--- config.mk ---
export PLATFORM = sky130hd
export DESIGN_NAME = output_register_tx
export DESIGN_NICKNAME = d
export VERILOG_FILES = /design/src/rtl/output_register_tx.sv
export SDC_FILE = /design/constraint.sdc
export NUM_CORES = 1
export LEC_CHECK = 0
export ABC_AREA = 1
export ABC_CLOCK_PERIOD_IN_PS = 4300
export CORE_ASPECT_RATIO = 0.8
export CORE_MARGIN = 2
export CORE_UTILIZATION = 50
export CTS_BUF_LIST = sky130_fd_sc_hd__clkbuf_8
export CTS_CLUSTER_DIAMETER = 60
export CTS_CLUSTER_SIZE = 20
export DETAILED_ROUTE_END_ITERATION = 16
export GPL_ROUTABILITY_DRIVEN = 0
export MAX_ROUTING_LAYER = met4
export PLACE_DENSITY = 0.94
export SYNTH_ARGS = -nofsm -noshare
export SYNTH_HDL_FRONTEND = slang
export SYNTH_SLANG_ARGS = --single-unit
--- constraint.sdc ---
create_clock -name clk -period 4.3 [get_ports clk]
set_input_delay 0.43 -clock clk [delete_from_list [all_inputs] [get_ports clk]]
set_output_delay 0.43 -clock clk [all_outputs]
set_load 0.01 [all_outputs]
--- src/rtl/output_register_tx.sv ---
// CPU output register feeding an 8N1 serial transmitter.
// An OUT strobe is accepted only while fgo=1; an OUT strobe while fgo=0 raises the sticky ovr_err.
module output_register_tx #(
    parameter int CLKS_PER_BIT = 16
) (
    input  logic        clk,
    input  logic        rst,
    input  logic        load_outr,
    input  logic [15:0] in_data,
    input  logic        clr_err,
    output logic        fgo,
    output logic [7:0]  outr_data,
    output logic        txd,
    output logic        busy,
    output logic        ovr_err
);

    localparam int CNT_W = (CLKS_PER_BIT > 1) ? $clog2(CLKS_PER_BIT) : 1;
    localparam logic [CNT_W-1:0] CNT_LAST = CNT_W'(CLKS_PER_BIT - 1);

    typedef enum logic [1:0] {
        IDLE,
        START,
        DATA,
        STOP
    } state_t;

    state_t           state_q, state_d;
    logic [CNT_W-1:0] cnt_q, cnt_d;
    logic [2:0]       bitIdx_q, bitIdx_d;
    logic [7:0]       outr_q, outr_d;
    logic             fgo_q, fgo_d;
    logic             txd_q, txd_d;
    logic             ovr_q, ovr_d;
    logic             lastCycle;
    logic             unusedBusBits;

    // Only the low byte of the bus carries a character.
    assign unusedBusBits = ^in_data[15:8];

    assign lastCycle = (cnt_q == CNT_LAST);

    always_ff @(posedge clk or posedge rst) begin
        if (rst) begin
            state_q  <= IDLE;
            cnt_q    <= '0;
            bitIdx_q <= 3'd0;
            outr_q   <= 8'h00;
            fgo_q    <= 1'b1;
            txd_q    <= 1'b1;
            ovr_q    <= 1'b0;
        end else begin
            state_q  <= state_d;
            cnt_q    <= cnt_d;
            bitIdx_q <= bitIdx_d;
            outr_q   <= outr_d;
            fgo_q    <= fgo_d;
            txd_q    <= txd_d;
            ovr_q    <= ovr_d;
        end
    end

    always_comb begin
        state_d  = state_q;
        cnt_d    = cnt_q;
        bitIdx_d = bitIdx_q;
        outr_d   = outr_q;
        fgo_d    = fgo_q;
        txd_d    = txd_q;
        ovr_d    = ovr_q;

        // A rejected load outranks a simultaneous clear.
        if (load_outr && !fgo_q) begin
            ovr_d = 1'b1;
        end else if (clr_err) begin
            ovr_d = 1'b0;
        end

        unique case (state_q)
            IDLE: begin
                txd_d = 1'b1;
                if (load_outr && fgo_q) begin
                    outr_d   = in_data[7:0];
                    fgo_d    = 1'b0;
                    state_d  = START;
                    txd_d    = 1'b0;
                    cnt_d    = '0;
                    bitIdx_d = 3'd0;
                end
            end
            START: begin
                if (lastCycle) begin
                    cnt_d   = '0;
                    state_d = DATA;
                    txd_d   = outr_q[0];
                end else begin
                    cnt_d = cnt_q + CNT_W'(1);
                end
            end
            DATA: begin
                if (lastCycle) begin
                    cnt_d = '0;
                    if (bitIdx_q == 3'd7) begin
                        bitIdx_d = 3'd0;
                        state_d  = STOP;
                        txd_d    = 1'b1;
                    end else begin
                        bitIdx_d = bitIdx_q + 3'd1;
                        txd_d    = outr_q[bitIdx_q + 3'd1];
                    end
                end else begin
                    cnt_d = cnt_q + CNT_W'(1);
                end
            end
            STOP: begin
                // fgo rises on the same edge that returns to IDLE, so a load on this edge is still rejected.
                if (lastCycle) begin
                    cnt_d   = '0;
                    state_d = IDLE;
                    fgo_d   = 1'b1;
                end else begin
                    cnt_d = cnt_q + CNT_W'(1);
                end
            end
            default: begin
                state_d = IDLE;
            end
        endcase
    end

    assign fgo       = fgo_q;
    assign outr_data = outr_q;
    assign txd       = txd_q;
    assign busy      = (state_q != IDLE);
    assign ovr_err   = ovr_q;

endmodule

# ---- Word-level counts from Yosys, hierarchy flattened
# Cells that the tools add are included.
dict set report word_totals {
  regBits 20
  input_bits 20
  out_inout_bits 12
  romBits 0
  mem_bits_rw 0
  mem_count 0
  latch_bits 0
}
dict set report classes {
  order_cmp 1
  n_bitwise 0
  muxes 25
  n_shift 0
  reduce_logical 15
  add_sub_neg 2
  n_eq_ne 10
  multipliers 0
  div_mod_pow 0
}
# cell n
set op_table {}
lappend op_table {{2-to-1 mux 2 bit} 5}
lappend op_table {{inequality test 2 bit, second input constant} 5}
lappend op_table {{2-to-1 mux 1 bit} 9}
lappend op_table {{2-to-1 mux 3 bit} 3}
lappend op_table {{AND reduction 3 bit} 3}
lappend op_table {{2-to-1 mux 4 bit} 2}
lappend op_table {{one-hot mux 2 bit (4 select lines)} 1}
lappend op_table {{one-hot mux 4 bit (2 select lines)} 1}
lappend op_table {{nonzero test 2 bit} 4}
lappend op_table {{one-hot mux 3 bit (2 select lines)} 1}
lappend op_table {{AND reduction 5 bit} 1}
lappend op_table {{adder 4 x 1 -> 4 bit, second input constant} 1}
lappend op_table {{equality test 2 bit, second input constant} 2}
lappend op_table {{equality test 4 bit, second input constant} 1}
lappend op_table {{< comparator 3 x 4 -> 1 bit, second input constant} 1}
lappend op_table {{adder 3 x 1 -> 3 bit, second input constant} 1}
lappend op_table {{binary-select mux 1 bit (select 3 bit)} 1}
lappend op_table {{equality test 3 bit, second input constant} 1}
lappend op_table {{one-hot mux 1 bit (3 select lines)} 1}
lappend op_table {{nonzero test 3 bit} 1}
lappend op_table {{OR reduction 3 bit} 1}
lappend op_table {{equality test 2 x 1 -> 1 bit, second input constant} 1}
lappend op_table {{logical AND 1 bit} 2}
lappend op_table {{logical NOT 2 bit} 1}
lappend op_table {{3 further kinds} 3}

# ---- Longest topological paths before layout
# Gate-level depths: netlist of the first run.
dict set report depth {
  word_depth 6
  ltp_mapped 9
}

# ---- Least setup slack after synthesis of the first run
# Ideal clock, no wire load.
dict set report synth_timing {
  path_type {flip-flop to flip-flop}
  start {register bitIdx_q[0]}
  end {register txd_q, in the netlist txd}
  path_stages_with_launch 9
  required_time_ns 4.240
  setup_time_ns 0.060
  path_buffers 0
  path_slack_ns 2.942
  t_arrival_ns 1.298
  path_cell_list {dfrtp_1 ha_1 ha_1 nand3b_1 nand3_1 nand2_1 nand2_1 nand2_1 nand2_1}
}
dict set report synth_between {
  elab_chain_cells 6
}
# element line_no
set synth_lines {}
lappend synth_lines {{start: declaration} 30} ;# logic [2:0] bitIdx_q, bitIdx_d;
lappend synth_lines {{start signal: assignment} 55} ;# bitIdx_q <= bitIdx_d;
lappend synth_lines {{adder 3 x 1 -> 3 bit} 109} ;# txd_d = outr_q[bitIdx_q + 3'd1];
lappend synth_lines {{binary-select mux 1 bit (select 3 bit)} 109}
lappend synth_lines {{2-to-1 mux 1 bit (implied by the code)} 109}
lappend synth_lines {{2-to-1 mux 1 bit *} 103} ;# if (bitIdx_q == 3'd7) begin
lappend synth_lines {{2-to-1 mux 1 bit *} 101} ;# if (lastCycle) begin
lappend synth_lines {{one-hot mux 1 bit (3 select lines) *} 79} ;# unique case (state_q)
lappend synth_lines {{end signal: assignment} 58} ;# txd_q <= txd_d;
lappend synth_lines {{end: declaration} 33} ;# logic txd_q, txd_d;
# Mark *: on every way between the ends. The rest lies on a longest branch, timed or not. The select of a mux whose other input is x is not followed.
# A chain may end at the register's enable or synchronous reset.

# ---- Worst setup path after layout of the first run
dict set report layout_timing {
  start {register state_q[0]}
  end {output port busy}
}
dict set report layout_between {
  elab_chain_cells 1
}
# element line_no
set layout_lines {}
lappend layout_lines {{start: declaration} 28} ;# state_t state_q, state_d;
lappend layout_lines {{start signal: assignment} 53} ;# state_q <= state_d;
lappend layout_lines {{nonzero test 2 bit} 134} ;# assign busy = (state_q != IDLE);
lappend layout_lines {{end: declaration} 14} ;# output logic busy,
# No other way between the ends.

==> metrics.csv, run 1 <==
stage,metric,value,unit
run_status,status,completed,
timing,rsz0062_at_grt,false,
layout,nFillCells,150,
clock_tree,htreeDepth,1,
worst_setup_path,r2r-start,bitIdx_q[0],
clock_tree,cts_root_buffer,clkbuf_8,
worst_setup_path,required,3.87,ns
flow_run,max-cap-violations,0,
grt,grt.total_usage,21.2,%
timing,setup_viol,0,
route,top_signal_layer_used,met4,
logic_synthesis,synth-seq-cells,20,
layout,syn2layout_area_growth,28.0,%
route,vias_per_cell,5.23,
logic_synthesis,synth-xor-area-share,0.813,%
grt,overflow,0,
logic_synthesis,ys_warn_count,0,
logic_synthesis,synth_top_area_cell,dfrtp_1,
floorplanning,die_w,55.9,um
timing,fin_crit,2.12,ns
logic_synthesis,synth_compound_area_share,9.06,%
worst_setup_path,slowest_stage,clkdlybuf4s50_1,
route,ant_nets,0,
clock_tree,path_clk_slew,0.07,ns
timing,relSlewSlack,51.5,%
logic_synthesis,synth_cells,115,
grt,antenna_found_initial,0,
worst_setup_path,startpoint_type,register,
logic_synthesis,synth_edf_count,0,
clock_tree,ctsLongestPathBuffers,2,
logic_synthesis,async_flop_share,100,%
logic_synthesis,synthAdderAreaFrac,9.29,%
clock_tree,cts.sinks,20,
placement,io_buffers,23,
logic_synthesis,synthTopCellsByCount,"nand2_1, dfrtp_1, inv_1",
clock_tree,postCtsSetupRepairBufs,0,
placement,dp_hpwl,1.60,mm
route,wirelength,2.12,mm
worst_setup_path,arrival,1.69,ns
power_and_ir_drop,p_total,0.323,mW
logic_synthesis,ys_types,21,
floorplanning,fp.dieH,45.5,um
logic_synthesis,syn_area_per_cell,9.37,um^2
layout,final_core_util,70.3,%
power_and_ir_drop,peakVddDrop,0.176,mV
logic_synthesis,syn_area,1080,um^2
hold_path,hold_depth,2,
worst_setup_path,crit_path_end_kind,primary output,
timing,finClkSkew,0.00658,ns
floorplanning,core_area,1960,um^2
layout,final_cells,165,
layout,drive_gt1_share,17.0,%
route,met1Wirelength,998,um
logic_synthesis,ys.flop_type,dfrtp_1,
route,drc_errors,0,
timing,tns,0,ns
timing,fmax,473,MHz
hold_path,min_to,txd,
logic_synthesis,synth_fp_nets,143,
grt,grt_max_degree,21,
grt,grt_pass1_vias,914,
logic_synthesis,yosysTopAreaCellShare,41.8,%
power_and_ir_drop,combPwrFrac,5.0,%
logic_synthesis,yosysSeqAreaShare,46.7,%
power_and_ir_drop,power_density,234,nW/um^2
hold_path,hold_class,register to register,
clock_tree,ctsHoldBuffers,0,
worst_setup_path,crit_path_cell_trace,"inv_1, ha_1, inv_1, clkdlybuf4s50_1",
route,wl_met2,1.01,mm
clock_tree,clk_latency,0.25,ns
worst_setup_path,path_class,register to primary output,
grt,grt_pass1_wl,4.01,mm
worst_setup_path,cpMostUsedCell,inv_1,
timing,worst_slew_pin_slew,0.726,ns
power_and_ir_drop,swShare,19.1,%
placement,dp.cells,162,
logic_synthesis,synthMuxAreaShare,8.36,%
logic_synthesis,synth_area_leaders,"dfrtp_1, nand2_1, ha_1",
layout,antennaDiodeCount,0,
timing,hold_viol_final,0,
clock_tree,cts_resized,0,
timing,post-route-period-util,49.2,%
logic_synthesis,yosysMostFrequentCell,nand2_1,
route,via_count,863,
timing,slew_viol_final,0,
power_and_ir_drop,power_frac_clock,36.5,%
route,drt-initial-drc-count,21,
worst_setup_path,max_stage_delay,0.54,ns
worst_setup_path,rr_endpoint,txd,
route,drtPass1Iterations,4,
floorplanning,initial_utilization,54.9,%
floorplanning,rows,14,
power_and_ir_drop,seqPwrFrac,58.6,%
power_and_ir_drop,p_sw,0.0616,mW
route,wl_per_cell,12.8,um
layout,final_nets,171,
floorplanning,dieArea,2540,um^2
worst_setup_path,reg2reg_setup_slack,2.80,ns
route,met3_wirelength,96,um
clock_tree,cts_tree,built,
logic_synthesis,synthSimpleGateAreaFrac,20.6,%
clock_tree,cts_buffers,3,
power_and_ir_drop,intPower,0.261,mW
power_and_ir_drop,total_leakage_power,0.698,nW
floorplanning,ioPinCount,32,
worst_setup_path,ff2ff_path_depth,8,
logic_synthesis,synth_top_family_by_area,simple AND/OR/NAND/NOR gates,
worst_setup_path,crit_path_max_fanout,4,
hold_path,hold_path.startpoint,txd,
==> power by group through the flow <==
stage          clock (mW)  combinational, mW  sequential (mW)
5_1_grt             0.130             0.0182            0.189
3_3_place_gp            0             0.0160            0.193
2_1_floorplan           0            0.00367            0.193
4_1_cts             0.120             0.0166            0.189
6_report            0.118             0.0161            0.189
3_5_place_dp            0             0.0165            0.193
==> critical path, delay by kind of cell, from the launching register on <==
family / cells / cell delay (ns)
buffers and inverters: 3 / 0.77
flip-flops: 1 / 0.39
adder cells (fa/ha/maj): 1 / 0.27
==> cell usage in the layout (no fill, tap or decap) <==
cell             synthesis  routed
a21oi_1                 10      10
clkbuf_8                 0       3
clkdlybuf4s50_1          0      23
dfrtp_1                 18      18
dfstp_2                  2       2
ha_1                     8       8
inv_1                   13      13
inv_2                    2       2
mux2_2                   8       8
nand2_1                 28      28
nand2_2                  4       4
nand2_4                  1       1
nand3_1                  9       9
nand3_2                  1       1
nand3b_1                 1       1
nand4_2                  1       1
nor3_1                   1       1
o21ai_0                  3       3
o21ai_1                  1       1
o21ai_2                  1       1
o22ai_1                  1       1
o31ai_2                  1       1
xor2_1                   1       1
==> metal layers <==
| layer | global-route usage (%) | vias up |
|---|---|---|
| li1 | - | 432 |
| met1 | 27.0 | 402 |
| met3 | 5.40 | 4 |
| met5 | - | - |
| met4 | 2.86 | 0 |
| met2 | 36.0 | 25 |
==> worst max path at each step <==
stage                startpoint   end  slack (ns)  depth (start not counted)
global route         state_q[0]  busy        2.12                          4
global placement     state_q[0]  busy        2.51                          4
CTS                  state_q[0]  busy        2.19                          4
finish               state_q[0]  busy        2.18                          4
floorplan           bitIdx_q[0]   txd        2.94                          8
detailed placement   state_q[0]  busy        2.47                          4
==> registers in the layout, indices dropped and copies added (netlist names) <==
| register | count |
|---|---|
| bitIdx_q | 3 |
| cnt_q | 4 |
| fgo | 1 |
| outr_data | 8 |
| ovr_err | 1 |
| state_q | 2 |
| txd | 1 |
==> final cells by class <==
cell class	instances	area, um^2	area share [%]
repair buffers	23	230	16.7
multi-input cells	80	518	37.6
well taps	24	30.0	2.18
inverters	15	56.3	4.08
clock buffers	3	41.3	2.99
flip-flops and latches	20	503	36.5
==> cells by family after synthesis <==
| family | after synthesis |
|---|---|
| mux | 8 |
| fa+ha+maj | 8 |
| compound gates | 17 |
| simple gates | 46 |
| buf+inv | 15 |
| xor+xnor | 1 |
| flops | 20 |
==> stage by stage <==
stage	setup slack [ns]	cell area [um^2]	hold slack (ns)
5_1_grt	2.12	1380	0.507
3_5_place_dp	2.47	1340	0.465
4_1_cts	2.19	1380	0.475
3_3_place_gp	2.51	1340	0.460
6_report	2.18	1380	0.472
2_1_floorplan	2.94	1080	0.392
(Power assumes the default switching activity.)
==> inputs of run 2 (changes only) <==
Settings changed: ABC_CLOCK_PERIOD_IN_PS 4300 to 2150, CORE_UTILIZATION 50 to 48, PLACE_DENSITY 0.94 to 0.91.
Clock period 4.3 ns to 2.15 ns, I/O delays scaled along.
==> run 2 against run 1 <==
Largest power group unchanged. Sequential share of layout area down 0.39 points. Critical path type unchanged. Final area increased by 1.1%. Largest cell class unchanged. Highest routed layer unchanged. Sequential power rose by 100%. Clock-buffer cell count grew 1. Global-route usage decreased by 1.6 points. Die area grew 3.8%. Core utilization down 5.1 points. Clock power rose by 140%. Worst setup slack lost 1.9 ns. Non-clock buffer count stayed put. First-iteration DRC count decreased by 24%.
==> metrics.csv, run 2 (synthesis results as in run 1) <==
stage,metric,value,unit
route,vias_per_cell,5.26,
timing,hold_viol_final,0,
timing,rsz0062_at_grt,false,
power_and_ir_drop,peakVddDrop,0.446,mV
route,via_count,878,
floorplanning,die_w,57.0,um
route,drtPass1Iterations,4,
clock_tree,path_clk_slew,0.07,ns
worst_setup_path,cp_num_buf_inv,3,
timing,finClkSkew,0.00250,ns
worst_setup_path,critPathTopFamily,buffers and inverters,
worst_setup_path,crit_path_max_fanout,4,
grt,grt_pass1_vias,826,
route,wl_per_cell,13.5,um
layout,antennaDiodeCount,0,
grt,overflow,0,
worst_setup_path,ff2ff_path_depth,8,
worst_setup_path,path_class,register to primary output,
layout,final_cell_mix,"nand2_1, clkdlybuf4s50_1, dfrtp_1",
power_and_ir_drop,power_density,501,nW/um^2
grt,grt_max_degree,21,
flow_run,max-cap-violations,0,
worst_setup_path,required,1.93,ns
clock_tree,cts_buffers,3,
clock_tree,cts_root_buffer,clkbuf_8,
route,wirelength,2.25,mm
clock_tree,postCtsSetupRepairBufs,0,
grt,grt_pass1_wl,3.68,mm
floorplanning,ioPinCount,32,
worst_setup_path,crit_path_end_kind,primary output,
floorplanning,fp.dieH,46.4,um
timing,post-route-period-util,88.2,%
hold_path,hold_class,input port to async pin,
timing,hold_slack,0.386,ns
clock_tree,clk_latency,0.26,ns
floorplanning,rows,15,
floorplanning,core_area,2140,um^2
clock_tree,cts_tree,built,
clock_tree,ctsHoldBuffers,0,
worst_setup_path,arrival,1.68,ns
grt,antenna_found_initial,0,
floorplanning,initial_utilization,50.4,%
worst_setup_path,startpoint_type,register,
power_and_ir_drop,total_leakage_power,0.705,nW
layout,final_core_util,65.1,%
layout,final_nets,171,
route,drc_errors,0,
grt,grt.total_usage,19.6,%
worst_setup_path,crit_path_cell_trace,"inv_1, ha_1, inv_1, clkdlybuf4s50_1",
timing,setup_viol,0,
worst_setup_path,slowest_stage,clkdlybuf4s50_1,
timing,slew_viol_final,0,
clock_tree,ctsLongestPathBuffers,2,
placement,dp_hpwl,1.73,mm
timing,worst_slew_pin_slew,0.748,ns
layout,syn2layout_area_growth,29.4,%
layout,mostFrequentLayoutCell,nand2_1,
timing,fmax,527,MHz
worst_setup_path,max_stage_delay,0.54,ns
timing,relSlewSlack,50.1,%
layout,largest_reg_flops,8,
timing,fin_crit,1.90,ns
clock_tree,cts_resized,0,
worst_setup_path,rr_endpoint,txd,
clock_tree,htreeDepth,1,
route,drt-initial-drc-count,16,
placement,io_buffers,23,
run_status,status,completed,
layout,drive_gt1_share,17.6,%
floorplanning,dieArea,2640,um^2
route,ant_nets,0,
clock_tree,cts.sinks,20,
worst_setup_path,cpMostUsedCell,inv_1,
worst_setup_path,reg2reg_setup_slack,0.62,ns
worst_setup_path,r2r-start,bitIdx_q[0],
timing,tns,0,ns
[run 2: cell types whose count changed in the layout (fill, tap and decap cells not counted), sizes merged]
cell,previous run,this run
clkbuf,3,4
[run 2: layer usage]
layer | wire (um) | share of wire (%) | up-vias | global-route usage [%]
met5 | 0 | 0 | - | -
met4 | 55 | 2.4 | 0 | 8.84
met3 | 106 | 4.7 | 4 | 4.78
met2 | 1130 | 50 | 23 | 33.3
met1 | 964 | 43 | 420 | 22.5
li1 | - | - | 431 | -
[run 2: cell type report]
cell class,count,area [um^2]
clock buffer,4,55.1
fill,180,746
inverter,15,56.3
multi-input combinational,80,518
sequential,20,503
tap,25,31.3
timing repair buffer,23,230
[run 2: worst max path at each step]
stage,cells after the start,startpoint,to,slack [ns]
2_1_floorplan,8,bitIdx_q[0],txd,0.79
3_3_place_gp,4,state_q[0],busy,0.59
3_5_place_dp,4,state_q[0],busy,0.54
4_1_cts,4,state_q[0],busy,0.25
5_1_grt,4,state_q[0],busy,0.16
6_report,4,state_q[0],busy,0.25
[run 2: report_power, final]
part           leakage [nW]  switching [mW]  internal [mW]
sequential            0.249        0.000572          0.377
combinational         0.427          0.0123         0.0205
clock                0.0288           0.125          0.163
[run 2: stage by stage]
stage | instance area, um^2 | cells | power [mW] | worst slack (ns)
2_1_floorplan | 1080 | 115 | 0.393 | 0.792
3_3_place_gp | 1340 | 163 | 0.417 | 0.587
3_5_place_dp | 1340 | 163 | 0.418 | 0.544
4_1_cts | 1390 | 167 | 0.705 | 0.253
5_1_grt | 1390 | 167 | 0.716 | 0.162
6_report | 1390 | 167 | 0.699 | 0.253
[run 2: worst reg2reg max path, stage by stage, from the launching register on]
cell and delay, ns:
dfrtp_1 0.46, ha_1 0.24, ha_1 0.32, nand3b_1 0.17, nand3_1 0.07, nand2_1 0.05, nand2_1 0.06, nand2_1 0.05
nand2_1 0.07
==> inputs of run 3 (changes only) <==
Settings changed: CORE_ASPECT_RATIO 0.8 to default, PLACE_DENSITY 0.91 to 0.83.
==> run 3 against run 2 <==
Clock-buffer cell count stayed put. Sequential power about the same. Core utilization is 0.73 points lower. Hold slack worse by 0.0089 ns. Critical path depth is the same. Largest power group unchanged.
==> metrics.csv, run 3 (synthesis results as in run 1) <==
stage,metric,value,unit
power_and_ir_drop,swShare,19.4,%
power_and_ir_drop,power_frac_clock,41.1,%
timing,fin_crit,1.89,ns
layout,fin_area,1400,um^2
timing,layout_setup_ws,0.257,ns
grt,grt.total_usage,20.2,%
clock_tree,clk_latency,0.26,ns
placement,dp_hpwl,1.69,mm
clock_tree,cts_root_buffer,clkbuf_8,
grt,grt_pass1_vias,875,
power_and_ir_drop,p_sw,0.135,mW
power_and_ir_drop,intPower,0.561,mW
power_and_ir_drop,p_total,0.696,mW
timing,rsz0062_at_grt,false,
placement,place_ws,0.558,ns
floorplanning,ioPinCount,32,
timing,setup_viol,0,
floorplanning,die_w,51.4,um
clock_tree,cts_tree,built,
placement,dpl_cell_area,1340,um^2
route,wirelength,2.27,mm
worst_setup_path,startpoint_type,register,
placement,io_buffers,23,
grt,grt_pass1_wl,3.80,mm
layout,final_cell_mix,"nand2_1, clkdlybuf4s50_1, dfrtp_1",
clock_tree,ctsHoldBuffers,0,
route,ant_nets,0,
worst_setup_path,max_stage_delay,0.54,ns
worst_setup_path,arrival,1.68,ns
grt,overflow,0,
timing,post-route-period-util,88.1,%
layout,antennaDiodeCount,0,
grt,antenna_found_initial,0,
hold_path,hold_class,input port to async pin,
worst_setup_path,crit_path_end_kind,primary output,
worst_setup_path,crit_path_cell_trace,"inv_1, ha_1, inv_1, clkdlybuf4s50_1",
flow_run,max-cap-violations,0,
route,drtPass1Iterations,4,
timing,worst_slew_pin_slew,0.734,ns
route,wl_per_cell,13.4,um
grt,grt_max_degree,21,
route,drt-initial-drc-count,16,
layout,largest_reg_flops,8,
floorplanning,fp.dieH,51.4,um
route,drc_errors,0,
layout,syn2layout_area_growth,29.7,%
clock_tree,path_clk_slew,0.07,ns
power_and_ir_drop,peakVddDrop,0.440,mV
power_and_ir_drop,seqPwrFrac,54.3,%
floorplanning,rows,17,
worst_setup_path,required,1.93,ns
route,via_count,892,
clock_tree,cts_buffers,3,
timing,relSlewSlack,51.0,%
power_and_ir_drop,combPwrFrac,4.6,%
clock_tree,htreeDepth,1,
timing,hold_viol_final,0,
floorplanning,core_area,2170,um^2
clock_tree,cts_resized,0,
power_and_ir_drop,power_density,498,nW/um^2
timing,tns,0,ns
worst_setup_path,slowest_stage,clkdlybuf4s50_1,
layout,nFillCells,194,
worst_setup_path,path_class,register to primary output,
clock_tree,ctsLongestPathBuffers,2,
route,vias_per_cell,5.25,
timing,slew_viol_final,0,
worst_setup_path,crit_path_max_fanout,4,
power_and_ir_drop,total_leakage_power,0.705,nW
floorplanning,initial_utilization,49.7,%
worst_setup_path,cpMostUsedCell,inv_1,
timing,fmax,528,MHz
layout,drive_gt1_share,17.6,%
floorplanning,dieArea,2640,um^2
clock_tree,postCtsSetupRepairBufs,0,
clock_tree,cts.sinks,20,
run_status,status,completed,
timing,hold_slack,0.377,ns
layout,mostFrequentLayoutCell,nand2_1,
layout,final_nets,171,
timing,finClkSkew,0.000940,ns
run 3: cell counts in the layout (fill, tap and decap cells not counted):
Identical to the previous run, type by type.
run 3: final cells by class:
type	instances	area, um^2	share of cell area (%)
multi-input combinational	80	518	37.1
sequential	20	503	36.0
timing repair buffer	23	230	16.5
inverter	15	56.3	4.03
clock buffer	4	55.1	3.94
tap	28	35.0	2.51
run 3: worst max-delay path, delay by kind of cell, from the launching register on:
kind	cells	cell delay, ns
buffers and inverters	3	0.76
DFF	1	0.38
adders and majority gates	1	0.28
run 3: path summary, 6_finish.rpt:
path | start | endpoint | slack (ns) | depth (start not counted)
worst max-delay path | state_q[0] | busy | 0.26 | 4
worst min-delay path | rst | outr_data[7] | 0.38 | 2
worst max register to register | bitIdx_q[0] | txd | 0.59 | 8
worst min register to register | txd | txd | 0.49 | 2
max in group asynchronous | rst | state_q[1] | 1.31 | 2
min in group clk | txd | txd | 0.49 | 2
run 3: stage by stage:
step,instances,util [%]
after floorplan,115,-
after global placement,166,61.9
after detailed placement,166,61.9
after CTS,170,64.4
after global routing,170,64.4
final,170,64.4
run 3: power groups by stage:
| stage | logic [mW] | clock network (mW) | registers [mW] |
|---|---|---|---|
| global route | 0.0355 | 0.309 | 0.378 |
| floorplan | 0.00733 | 0 | 0.386 |
| CTS | 0.0330 | 0.296 | 0.378 |
| detailed placement | 0.0328 | 0 | 0.385 |
| global placement | 0.0322 | 0 | 0.385 |
| finish | 0.0321 | 0.286 | 0.378 |
run 3: routing by layer:
metal  up-vias  share of wire, %  global-route usage [%]
met4         0               2.6                    12.7
met5         -                 0                       -
met3         6               2.5                    2.92
met1       432                42                    23.2
met2        20                53                    33.1
li1        434                 -                       -
